<file path="config.mk">
export PLATFORM = sky130hd
export DESIGN_NAME = call_stack
export DESIGN_NICKNAME = d
export VERILOG_FILES = /design/src/rtl/call_stack_pkg.sv /design/src/rtl/call_stack_mem.sv /design/src/rtl/call_stack.sv
export SDC_FILE = /design/constraint.sdc
export NUM_CORES = 1
export LEC_CHECK = 0
export BUFFER_PORTS_ARGS = -buffer_cell sky130_fd_sc_hd__buf_2
export CAP_MARGIN = 25
export CELL_PAD_IN_SITES_DETAIL_PLACEMENT = 1
export CELL_PAD_IN_SITES_GLOBAL_PLACEMENT = 1
export CORE_UTILIZATION = 30
export CTS_CLUSTER_SIZE = 10
export DETAILED_ROUTE_END_ITERATION = 8
export PLACE_DENSITY_LB_ADDON = 0.1
export SYNTH_ARGS = -nofsm -noshare
export SYNTH_HDL_FRONTEND = slang
export SYNTH_HIERARCHICAL = 1
export SYNTH_SLANG_ARGS = --single-unit
</file>
<file path="constraint.sdc">
create_clock -name clk -period 6 [get_ports clk]
set_input_delay 0.6 -clock clk [delete_from_list [all_inputs] [get_ports clk]]
set_output_delay 0.6 -clock clk [all_outputs]
set_load 0.03 [all_outputs]
</file>
<file path="src/rtl/call_stack_pkg.sv">
// Shared constants for the call stack: full-push policy encodings.
package call_stack_pkg;
    localparam int OVF_BLOCK = 0;
    localparam int OVF_WRAP  = 1;
endpackage

</file>
<file path="src/rtl/call_stack_mem.sv">
// Entry storage for the call stack: one synchronous write port, one combinational read port.
module stack_mem
    import call_stack_pkg::*;
#(
    parameter int DATA_W = 12,
    parameter int DEPTH  = 8,
    localparam int AW    = $clog2(DEPTH)
) (
    input  logic              clk,
    input  logic              wr_en,
    input  logic [AW-1:0]     wr_addr,
    input  logic [DATA_W-1:0] wr_data,
    input  logic [AW-1:0]     rd_addr,
    output logic [DATA_W-1:0] rd_data
);

    logic [DATA_W-1:0] mem [DEPTH];

    always_ff @(posedge clk) begin
        if (wr_en) begin
            mem[wr_addr] <= wr_data;
        end
    end

    assign rd_data = mem[rd_addr];

endmodule

</file>
<file path="src/rtl/call_stack.sv">
// Circular-buffer call stack with base/count pointers, selectable full-push policy and sticky error flags.
module call_stack
    import call_stack_pkg::*;
#(
    parameter int DATA_W   = 12,
    parameter int DEPTH    = 8,
    parameter int OVF_MODE = OVF_BLOCK,
    localparam int AW      = $clog2(DEPTH),
    localparam int CW      = $clog2(DEPTH + 1)
) (
    input  logic              clk,
    input  logic              rst,
    input  logic              push,
    input  logic              pop,
    input  logic [DATA_W-1:0] din,
    input  logic              clr_err,
    output logic [DATA_W-1:0] dout,
    output logic [CW-1:0]     count,
    output logic              empty,
    output logic              full,
    output logic              stack_overflow,
    output logic              stack_underflow
);

    logic [AW-1:0]     base;
    logic [AW-1:0]     base_next;
    logic [CW-1:0]     count_next;
    logic [CW-1:0]     next_sum;
    logic [CW-1:0]     top_sum;
    logic [AW-1:0]     next_idx;
    logic [AW-1:0]     top_idx;
    logic              wr_en;
    logic [AW-1:0]     wr_addr;
    logic [DATA_W-1:0] rd_data;
    logic              ovf_evt;
    logic              udf_evt;

    // DEPTH is a power of two, so dropping the carry bit is the modulo.
    assign next_sum = CW'(base) + count;
    assign top_sum  = next_sum - CW'(1);
    assign next_idx = next_sum[AW-1:0];
    assign top_idx  = top_sum[AW-1:0];

    assign empty = (count == '0);
    assign full  = (count == CW'(DEPTH));
    assign dout  = empty ? '0 : rd_data;

    always_comb begin
        base_next  = base;
        count_next = count;
        wr_en      = 1'b0;
        wr_addr    = next_idx;
        ovf_evt    = 1'b0;
        udf_evt    = 1'b0;
        if (push && pop && !empty) begin
            wr_en   = 1'b1;
            wr_addr = top_idx;
        end else if (push) begin
            if (!full) begin
                wr_en      = 1'b1;
                wr_addr    = next_idx;
                count_next = count + CW'(1);
            end else begin
                ovf_evt = 1'b1;
                if (OVF_MODE == OVF_WRAP) begin
                    // Oldest entry is sacrificed: write over it and advance the base.
                    wr_en     = 1'b1;
                    wr_addr   = base;
                    base_next = base + AW'(1);
                end
            end
        end else if (pop) begin
            if (empty) begin
                udf_evt = 1'b1;
            end else begin
                count_next = count - CW'(1);
            end
        end
    end

    always_ff @(posedge clk) begin
        if (!rst) begin
            base            <= '0;
            count           <= '0;
            stack_overflow  <= 1'b0;
            stack_underflow <= 1'b0;
        end else begin
            base  <= base_next;
            count <= count_next;
            // A new error event takes priority over a simultaneous clear.
            if (ovf_evt) begin
                stack_overflow <= 1'b1;
            end else if (clr_err) begin
                stack_overflow <= 1'b0;
            end
            if (udf_evt) begin
                stack_underflow <= 1'b1;
            end else if (clr_err) begin
                stack_underflow <= 1'b0;
            end
        end
    end

    stack_mem #(
        .DATA_W (DATA_W),
        .DEPTH  (DEPTH)
    ) u_mem (
        .clk     (clk),
        .wr_en   (wr_en),
        .wr_addr (wr_addr),
        .wr_data (din),
        .rd_addr (top_idx),
        .rd_data (rd_data)
    );

endmodule
</file>
---- Word-level counts from Yosys, hierarchy flattened ----
Memories as Yosys holds them, arrays and structs flattened.
Index checks and enable logic that the tools add are counted.
W data, S select, Z words.
storage, ports and cells
  input bits .............................. 17
  bits in latches ......................... 0
  register bits after elaboration ......... 6
  memory bits (writable) .................. 96
  ROM bits ................................ 0
  output and inout bits ................... 20
  memories ................................ 1
cells by class
  shift-type cells ........................ 0
  $add $sub $neg .......................... 2
  reduce and logical (&&, ||, !) cells .... 8
  $lt $le $gt $ge ......................... 0
  bitwise gates (word level) .............. 1
  eq/ne operators ......................... 3
  multiply operators ...................... 0
  multiplexer cells ....................... 21
  div/mod/pow operators ................... 0
memories
  name       words  bits a word  read ports  clocked after memory_dff  write ports  RTL line              text
  u_mem.mem  8      12           1           0                         1            call_stack_mem.sv:17  logic [DATA_W-1:0] mem [DEPTH];
operator list
  kind                   number
  $mux W4                4
  $mux W1                15
  $mux W12               1
  $reduce_bool A2 Y1     3
  $add A4 B1 Y4 const B  1
  $eq A4 B4 Y1 const B   1
  $logic_not A4 Y1       1
  $ne A2 B2 Y1 const B   2
  $reduce_and A4 Y1      1
  $sub A4 B1 Y4 const B  1
  $mux W3                1
  $logic_and A1 B1 Y1    2
  $logic_not A1 Y1       1
  $not A1 Y1             1

---- Logic depth before layout (Yosys ltp) ----
Gate-level depths: netlist (run 1).
  word-level depth ........................ 6
  depth in mapped cells ................... 8
  mapped depth without buffers ............ 8

---- Cells and area by module ----
Netlist (run 1), hierarchy kept.
modules (own cells, without submodules)
  module      cells an instance  sequential area each (um^2)  area each (um^2)  instances
  stack_mem   152                2,882.8                      3,747.3           1
  call_stack  67                 120.1                        525.5             1

---- Worst setup path after synthesis (run 1) ----
OpenSTA, ideal clock, no wires.
  kind .................................... register -> register
  start point ............................. register count[0]
  end point ............................... memory u_mem.mem[0][0] (enable)
  library setup time ...................... 0.396 ns
  slack ................................... 2.918 ns
  arrival ................................. 2.686 ns
  path buffers ............................ 0
  stages on the path, launching flop included .. 8
  cells stage by stage .................... dfxtp_1 -> inv_1 -> ha_1 -> nor3b_2 -> or2_2 -> nand2_1 -> o21ai_0 -> nor3_1
RTL lines
  what                    RTL line              text
  from (decl)             call_stack.sv:18      output logic [CW-1:0] count,
  from (signal assigned)  call_stack.sv:89      count <= count_next;
  $sub A4 B1 Y4           -
  via top_sum[0]          call_stack.sv:29      logic [CW-1:0] top_sum;
  $mux W3                 call_stack.sv:55      if (push && pop && !empty) begin
  to (decl)               call_stack_mem.sv:17
The timed path passes the listed nets, and every way through them passes these cells.

---- Worst setup path after layout (run 1) ----
  start point ............................. register count[0]
  end point ............................... output port dout[7]
on the way
  longest elaborated chain between the ends .. 3
ends and longest elaborated chain
  what            RTL line          text
  $sub A4 B1 Y4   -
  via top_sum[0]  call_stack.sv:29
  $mem_v2 Z8 W12  -
  via rd_data[7]  call_stack.sv:34  logic [DATA_W-1:0] rd_data;
  $mux W12        call_stack.sv:46  assign dout = empty ? '0 : rd_data;
  to (decl)       call_stack.sv:17  output logic [DATA_W-1:0] dout,
The timed path passes the listed nets, and every way through them passes these cells.

==> impl_metrics.toml, run 1 <==
[clock_tree]
cts_buffer_depth = 2
hold_buffers = 0
clock-sinks = 102
cts_resized = 0
cts_buffers = 9
cts_tree = "built"
clk_latency_ns = 0.34
cts-root-buf = "clkbuf_16"
cts_setup_buffers = 0
clkTransAtPathRegs_ns = 0.07
cts_max_level = 3

[synthesis]
synthSimpleGateAreaFrac_pct = 6.41
yosysTopAreaCell = "edfxtp_1"
avgSynthCellArea_um2 = 19.5
syn_inst = 219
synthArstFlopShare_pct = 0
synth_fa_ha_area_share_pct = 0.586
synth-compound-area-share_pct = 1.79
synth-seq-cells = 102
synthTopCellsByCount = "edfxtp_1, mux4_1, nor2b_1, mux2_2, nor2_1"
synth_edf_count = 96
syn_area_mm2 = 0.00427
synth.most_common_cell = "edfxtp_1"
yosysSeqAreaShare_pct = 70.3
synth_top_family_by_area = "multiplexers"
synthFlopType = "edfxtp_1"
ys_warn_count = 6
yosys.area.top_type_share_pct = 67.5
synthMuxAreaShare_pct = 18.2
synth_xor_area_share_pct = 0.820
syn_nets = 238
ys_top_cells_by_area = "edfxtp_1, mux4_1, mux2_2"
yosysUniqueCellTypes = 33

[routing]
drt_iter0_drc = 88
drt_wl_total_mm = 9.12
ant_nets = 0
routedWlPerCell_um = 20.2
drc = 0
drtPass1Iterations = 4
vias = 2132
drt-vias-per-instance = 4.73

[layout]
fillCellCount = 1388
ff_latch_area_mm2 = 0.00300
num_antenna_cells = 0
multi_input_area_mm2 = 0.00122
num-nets-final = 285
layout-drive-gt1-share_pct = 30.6
syn2layout_area_growth_pct = 17.7

[global_route]
grt_start_max_net_pins = 26
antenna_found_initial = 0
grt.overflow.total = 0
grt_usage_pct = 13.7
first_global_vias = 2277
grt_pass1_wl_mm = 14.0

[worst_setup_path]
ff2ff_path_depth = 9
timing.rr.start = "count[0]"
cp.required_ns = 5.40
rrSetupSlack_ns = 2.41
endpoint_kind = "output port"
r2r_end = "u_mem/mem[3][3]"
cp-start-kind = "flop"
crit_path_max_fanout = 25
startpoint = "count[0]"
cp.arrival_ns = 3.46
path_class = "reg -> out"

[power_and_ir_drop]
vdd_drop_max_v = 0.000199
p_leak_nw = 1.78
p_per_area_mw_per_mm2 = 502
power_mw = 2.53

[sta]
min_period_over_period_pct = 67.7
rsz0062_at_grt = "false"
fmaxAchievable_ghz = 0.246
skew_ns = 0.00445
fin_setup_tns_ns = 0
hold_viol = 0
worst_pin_slew_ns = 0.944
min_period_ns = 4.06
maxSlewViolCount = 0
relSlewSlack_pct = 36.9
finalSetupViolCount = 0

[status]
status = "finished clean"

[die]
start_util_pct = 30.8
io_pins = 37
design.die.area_mm2 = 0.0147
core-area_mm2 = 0.0139
die_y_um = 121
placementRows = 43
fp.dieW_um = 121

[place]
gp_congestion = 0.671
dp_hpwl_mm = 5.56
io_buffers = 36

[hold_path]
hp-start = "stack_underflow"
hold_path_class = "reg -> reg"
holdPathStages = 2
hold_path_end = "stack_underflow"

[run]
drv_cap = 0
-- kinds of logic (layout without fill, tap and decap cells) --
logic type,after synthesis,in the layout
AOI/OAI and AO/OA,13,13
xor gates and xnor gates,4,4
DFF,102,102
and+or+nand+nor,46,46
muxes,38,38
adders and majority gates,2,2
buffers and inverters,14,66
-- layer usage --
layer	vias to the layer above	wire length, um	GRT usage (%)
li1	990	-	-
met1	1090	4240	17.8
met2	42	4430	21.9
met3	10	280	2.54
met4	0	165	6.94
met5	-	0	0
-- cell usage in the layout, fill, tap and decap left out, drive strengths merged --
cell type,count
mux4,24
buf,46
nand3b,1
nor3,2
nand2,5
nor2,8
nor3b,1
nor2b,15
and2,1
or2,1
mux2i,2
inv,5
clkbuf,11
xor2,3
or3,2
o31ai,2
bufinv,2
a21oi,6
o21ai,4
nand4,2
o41a,1
or4,2
xnor2,1
edfxtp,96
ha,2
nand2b,4
dfxtp,6
and3b,1
nand3,1
mux2,12
clkinv,2
-- worst max-delay path by stage --
| stage | end | slack [ns] | cells after the start |
|---|---|---|---|
| finish | dout[7] | 1.94 | 8 |
| CTS | dout[7] | 1.83 | 8 |
| global placement | dout[7] | 2.28 | 8 |
| global route | dout[7] | 1.70 | 8 |
| floorplan | u_mem/mem[0][0] | 2.92 | 7 |
| detailed placement | dout[7] | 2.24 | 8 |
-- worst max-delay path, cell delays in order (launching register included) --
cell,delay (ns)
dfxtp_1,0.39
inv_1,0.08
buf_4,0.41
ha_1,0.44
xor2_4,0.77
mux4_1,0.42
mux2_2,0.27
nor2b_1,0.15
buf_2,0.19
-- power breakdown --
part	total [mW]	internal [mW]	switching [mW]	leakage (nW)
combinational	0.993	0.408	0.585	0.704
clock	0.614	0.367	0.248	0.152
sequential	0.918	0.880	0.0380	0.921
-- final cells by class --
class	instances	share of cell area (%)
repair buffers	46	5.07
flip-flops and latches	102	59.7
clock inverters	5	1.62
well taps	180	4.48
multi-input cells	103	24.2
clock buffers	11	4.63
inverters	4	0.299
-- stage by stage --
stage | cell area (um^2) | utilization (%) | instances | worst slack [ns] | hold slack (ns)
final | 5030 | 36.2 | 451 | 1.94 | 0.491
after global routing | 5030 | 36.2 | 451 | 1.70 | 0.529
after CTS | 5030 | 36.2 | 451 | 1.83 | 0.513
after detailed placement | 4720 | 34.0 | 435 | 2.24 | 0.504
after floorplan | 4270 | - | 219 | 2.92 | 0.593
after global placement | 4720 | 34.0 | 435 | 2.28 | 0.464
-- state kept, by name (all words and copies together), names as in the netlist --
name	count
stack_overflow	1
count	4
stack_underflow	1
u_mem/mem	96
(Power assumes the default switching activity.)
==> run 2, diff against run 1 <==
==> constraint.sdc (replaced) <==
create_clock -name clk -period 3.76 [get_ports clk]
set_input_delay 0.376 -clock clk [delete_from_list [all_inputs] [get_ports clk]]
set_output_delay 0.376 -clock clk [all_outputs]
set_load 0.03 [all_outputs]
==> run 2 against run 1 <==
Effect of this change:
- core utilization hardly changed
- clock-buffer cell count is 1 lower
- wire length is 1.4% higher
- register-to-register slack worse by 1.7 ns
- critical path depth stayed put
- largest cell class unchanged
- final cell count is 0.67% higher
- die area stayed put
- combinational power is 63% higher
- sequential share of layout area hardly changed
- worst setup slack worse by 1.3 ns
==> impl_metrics.toml, run 2 (synthesized netlist as in run 1, its figures left out) <==
[worst_setup_path]
critPathMaxStageDelay_ns = 0.48
cp-start-kind = "flop"
crit_slowest_cell = "dfxtp_1"
cp.arrival_ns = 2.75
path_class = "reg -> out"
cp.required_ns = 3.38
endpoint_kind = "output port"
worstPathCellList = "inv_1 > ha_1 > xor2_2 > buf_4 > mux4_1 > mux2_2 > nor2b_1 > buf_2"
crit_path_max_fanout = 24

[global_route]
grt.overflow.total = 0
first_global_vias = 2177
grt_pass1_wl_mm = 13.8
grt_start_max_net_pins = 25
grt_usage_pct = 13.5
antenna_found_initial = 0

[sta]
rsz0062_at_grt = "false"
finalSetupViolCount = 0
relSlewSlack_pct = 53.1
worst_pin_slew_ns = 0.702
min_period_over_period_pct = 83.1
setup_ws_ns = 0.634
fin_setup_tns_ns = 0
skew_ns = 0.00679
maxSlewViolCount = 0
hold_viol = 0
min_period_ns = 3.13
fmaxAchievable_ghz = 0.320

[die]
die_y_um = 121
placementRows = 43
design.die.area_mm2 = 0.0147
io_pins = 37
fp.dieW_um = 121
core-area_mm2 = 0.0139
start_util_pct = 30.8

[clock_tree]
cts_buffers = 9
cts_tree = "built"
clock-sinks = 102
cts-root-buf = "clkbuf_16"
cts_max_level = 3
clk_latency_ns = 0.34
cts_setup_buffers = 0
cts_resized = 0
clkTransAtPathRegs_ns = 0.07
hold_buffers = 0
cts_buffer_depth = 2

[routing]
drt_iter0_drc = 126
drtPass1Iterations = 4
ant_nets = 0
drc = 0
drt_wl_total_mm = 9.25
drt-vias-per-instance = 4.80
vias = 2177
routedWlPerCell_um = 20.4

[status]
status = "finished clean"

[power_and_ir_drop]
clockPowerShare_pct = 22.5
p_int_mw = 2.58
vdd_drop_max_v = 0.000224
p_sw_share_pct = 35.0
p_leak_nw = 1.78
p_sw_mw = 1.39
power_mw = 3.97
p_per_area_mw_per_mm2 = 790
seq_power_share_pct = 36.8
pwr-share-comb_pct = 40.7

[layout]
layout-drive-gt1-share_pct = 31.8
num_antenna_cells = 0
final_cell_mix = "edfxtp_1, buf_2, mux4_1"
final_common_cell = "edfxtp_1"
syn2layout_area_growth_pct = 17.7
largest_register = "u_mem/mem"
reg_top3 = "u_mem/mem: 96 flops, count: 4 flops"
utilization_pct = 36.2
largest_reg_flops = 96
design_area_mm2 = 0.00503
num-nets-final = 289

[place]
io_buffers = 36
dp_hpwl_mm = 5.85
placed_cell_area_mm2 = 0.00475
place_ws_ns = 0.803
gp_congestion = 0.710

[run]
drv_cap = 0

[hold_path]
hold_path_class = "in -> reg"
## run 2: cell type report
type                       instances  area, um^2
inverter                           4        15.0
sequential                       102        3000
timing repair buffer              50         298
multi-input combinational        103        1210
clock buffer                      10         229
tap                              180         225
fill                            1385        8850
clock inverter                     5        51.3
## run 2: metrics by stage
step                      hold slack, ns  std cells
after global placement             0.461        439
after detailed placement           0.476        439
after floorplan                    0.475        219
after CTS                          0.303        454
after global routing               0.319        454
final                              0.317        454
## run 2: path summary, 6_finish.rpt
path                                      start              end  slack (ns)  depth (start not counted)
worst max register to register         count[0]  u_mem/mem[3][7]        0.75                          8
worst min register to register  stack_underflow  stack_underflow        0.48                          2
worst min-delay path                    clr_err  stack_underflow        0.32                          3
worst max-delay path                   count[0]          dout[7]        0.63                          8
## run 2: power by group through the flow
stage | registers (mW) | clock network [mW] | logic [mW]
after detailed placement | 1.49 | 0 | 1.65
after global routing | 1.48 | 0.966 | 1.74
final | 1.46 | 0.896 | 1.62
after global placement | 1.49 | 0 | 1.67
after CTS | 1.46 | 0.932 | 1.66
after floorplan | 1.50 | 0 | 1.14
## run 2: worst max-delay path, delay by kind of cell, from the launching register on
family / cells / cell delay (ns)
XOR/XNOR: 1 / 0.14
adder cells (fa/ha/maj): 1 / 0.30
buffers and inverters: 3 / 0.66
flip-flops: 1 / 0.48
multiplexers: 2 / 0.68
AND/OR/NAND/NOR: 1 / 0.13
## run 2: metal layers
metal | GRT usage [%] | wire [um] | vias to the layer above
met5 | 0 | 0 | -
met4 | 6.25 | 149 | 0
met3 | 2.58 | 243 | 10
met2 | 20.0 | 4240 | 34
met1 | 19.0 | 4620 | 1142
li1 | - | - | 991
==> run 3, diff against run 2 <==
--- a/config.mk
+++ b/config.mk
@@ -5,6 +5,7 @@
 export SDC_FILE = /design/constraint.sdc
 export NUM_CORES = 1
 export LEC_CHECK = 0
+export ABC_AREA = 1
 export BUFFER_PORTS_ARGS = -buffer_cell sky130_fd_sc_hd__buf_2
 export CAP_MARGIN = 25
 export CELL_PAD_IN_SITES_DETAIL_PLACEMENT = 1
==> constraint.sdc (replaced) <==
create_clock -name clk -period 2.8 [get_ports clk]
set_input_delay 0.28 -clock clk [delete_from_list [all_inputs] [get_ports clk]]
set_output_delay 0.28 -clock clk [all_outputs]
set_load 0.03 [all_outputs]
==> run 3 against run 2 <==
Effect of this change:
- final cell count is 76% higher
- non-clock buffer count grew 7
- global-route usage rose by 2.2 points
- wire length up 31%
- via count is 57% higher
- clock skew rose by 0.0011 ns
- total power grew 37%
- die area is 13% higher
- first-iteration DRC count grew 44%
- sequential power grew 34%
==> impl_metrics.toml, run 3 <==
[synthesis]
synth_edf_count = 96
synthTopCellsByCount = "nand2_1, edfxtp_1, inv_1, nand3_1, nor2_1"
yosysSeqAreaShare_pct = 62.2
syn_area_mm2 = 0.00483
synthFlopType = "edfxtp_1"
synth-seq-cells = 102
syn_nets = 550
syn_inst = 531
synth.most_common_cell = "nand2_1"
avgSynthCellArea_um2 = 9.10
synthArstFlopShare_pct = 0
ys_warn_count = 6
ys_top_cells_by_area = "edfxtp_1, nand2_1, inv_1"
yosysUniqueCellTypes = 24
yosys.area.top_type_share_pct = 59.7
yosysTopAreaCell = "edfxtp_1"

[layout]
final_cell_mix = "nand2_1, edfxtp_1, inv_1"
largest_register = "u_mem/mem"
largest_reg_flops = 96
finalNonFillerCells = 798
fillCellCount = 1872
syn2layout_area_growth_pct = 17.1
reg_top3 = "u_mem/mem: 96 flops, count: 4 flops"
layout-drive-gt1-share_pct = 16.2
design_area_mm2 = 0.00565
num_antenna_cells = 0
final_common_cell = "nand2_1"
num-nets-final = 598

[worst_setup_path]
rrSetupSlack_ns = 0.51
crit_path_max_fanout = 24
cp-start-kind = "flop"
r2r_end = "u_mem/mem[7][5]"
path_class = "reg -> out"
endpoint_kind = "output port"
cp.arrival_ns = 2.33
cp.required_ns = 2.52
startpoint = "count[1]"
ff2ff_path_depth = 8
timing.rr.start = "count[1]"

[power_and_ir_drop]
p_int_mw = 3.26
seq_power_share_pct = 35.9
vdd_drop_max_v = 0.000457
p_sw_share_pct = 40.0
pwr-share-comb_pct = 41.5
p_sw_mw = 2.17
p_per_area_mw_per_mm2 = 961
clockPowerShare_pct = 22.5
p_leak_nw = 2.63

[routing]
drc = 0
ant_nets = 0
drt-vias-per-instance = 4.29
vias = 3420
drt_wl_total_mm = 12.1
routedWlPerCell_um = 15.2
drt_iter0_drc = 182
drtPass1Iterations = 4

[place]
gp_congestion = 0.721
dp_hpwl_mm = 7.86
placed_cell_area_mm2 = 0.00532
dp_cells = 782
place_ws_ns = 0.359
io_buffers = 36

[die]
io_pins = 37
fp.dieW_um = 129
start_util_pct = 30.5
design.die.area_mm2 = 0.0166
placementRows = 46
core-area_mm2 = 0.0158
die_y_um = 129

[sta]
whs_ns = 0.211
setup_ws_ns = 0.194
fmaxAchievable_ghz = 0.384
min_period_over_period_pct = 93.1
min_period_ns = 2.61
finalSetupViolCount = 0
skew_ns = 0.00792
worst_pin_slew_ns = 0.733
relSlewSlack_pct = 51.1
maxSlewViolCount = 0
hold_viol = 0

[global_route]
grt_start_max_net_pins = 52
antenna_found_initial = 0
first_global_vias = 3528
grt.overflow.total = 0
grt_pass1_wl_mm = 19.2
grt_usage_pct = 15.7

[clock_tree]
cts_buffers = 9
cts_max_level = 3
cts_tree = "built"
clock-sinks = 102
clkTransAtPathRegs_ns = 0.06
cts_buffer_depth = 2
cts-root-buf = "clkbuf_16"
hold_buffers = 0
clk_latency_ns = 0.35

[status]
status = "finished clean"

[hold_path]
hold_path_end = "stack_underflow"
holdPathStages = 4
hp-start = "clr_err"
hold_path_class = "in -> reg"

[run]
drv_cap = 0
-- run 3: cell types whose count changed in the layout (fill, tap and decap cells not counted), sizes merged, moves of 4 or more --
cell and change:
nand2 +179, inv +106, nand3 +50, mux4 -24
nor2 +22, clkinv +18, nor2b -15, mux2 -12
buf +7, a21oi -4, nand2b -4
-- run 3: per-stage QoR --
stage,utilization (%),power [mW],setup TNS [ns]
after detailed placement,33.6,4.17,0
after CTS,35.4,5.43,0
final,35.7,5.44,0
after global routing,35.7,5.82,-0.0110
after global placement,33.6,4.15,0
after floorplan,-,3.48,0
-- run 3: worst max-delay path, stage by stage, from the launching register on --
cell	delay [ns]
dfxtp_1	0.46
inv_1	0.08
ha_1	0.32
inv_1	0.14
buf_6	0.26
nand3_1	0.11
nand2_1	0.07
nand2_1	0.04
nand2_1	0.11
inv_1	0.05
nor2_1	0.11
buf_2	0.22
-- run 3: worst max-delay path by stage --
| stage | endpoint | slack [ns] | depth (start not counted) |
|---|---|---|---|
| floorplan | dout[10] | 0.22 | 11 |
| global placement | dout[8] | 0.43 | 10 |
| detailed placement | dout[8] | 0.36 | 10 |
| CTS | dout[8] | 0.02 | 11 |
| global route | dout[11] | -0.01 | 11 |
| finish | dout[8] | 0.19 | 11 |
-- run 3: timing repair --
item	in CTS	in global routing
pin swaps	0	0
setup endpoints to repair	5	12
setup buffers	0	2
gates resized for setup	1	4
cloned	0	0
-- run 3: final cells by class --
| cell class | instances | area, um^2 | area share [%] |
|---|---|---|---|
| flip-flops and latches | 102 | 3000 | 53.1 |
| multi-input cells | 280 | 1220 | 21.5 |
| inverters | 129 | 490 | 8.67 |
| repair buffers | 57 | 395 | 6.99 |
| well taps | 216 | 270 | 4.78 |
| clock buffers | 10 | 229 | 4.05 |
| clock inverters | 4 | 48.8 | 0.863 |
-- run 3: cells by family (layout without fill, tap and decap cells) --
kind of cell / count (synthesis) / in the layout / share of synthesized area (%)
AOI/OAI and AO/OA: 7 / 7 / 0.725
xor gates and xnor gates: 4 / 4 / 0.726
and+or+nand+nor: 267 / 267 / 23.2
buffers and inverters: 149 / 200 / 12.6
adders and majority gates: 2 / 2 / 0.518
DFF: 102 / 102 / 62.2
-- run 3: routing by layer --
metal  track usage (%)  vias to the layer above  part of all wire (%)
met5                 0                        -                     0
met4              4.36                        0                  0.89
met3              3.24                        9                   3.4
met2              26.0                       42                    48
met1              20.8                     1660                    48
li1                  -                     1709                     -
-- run 3: power by group through the flow --
stage | Sequential (mW) | Clock [mW] | Combinational (mW)
final | 1.95 | 1.23 | 2.26
after global routing | 1.97 | 1.34 | 2.51
after CTS | 1.96 | 1.28 | 2.20
after detailed placement | 1.99 | 0 | 2.18
after global placement | 1.98 | 0 | 2.17
after floorplan | 2.00 | 0 | 1.48
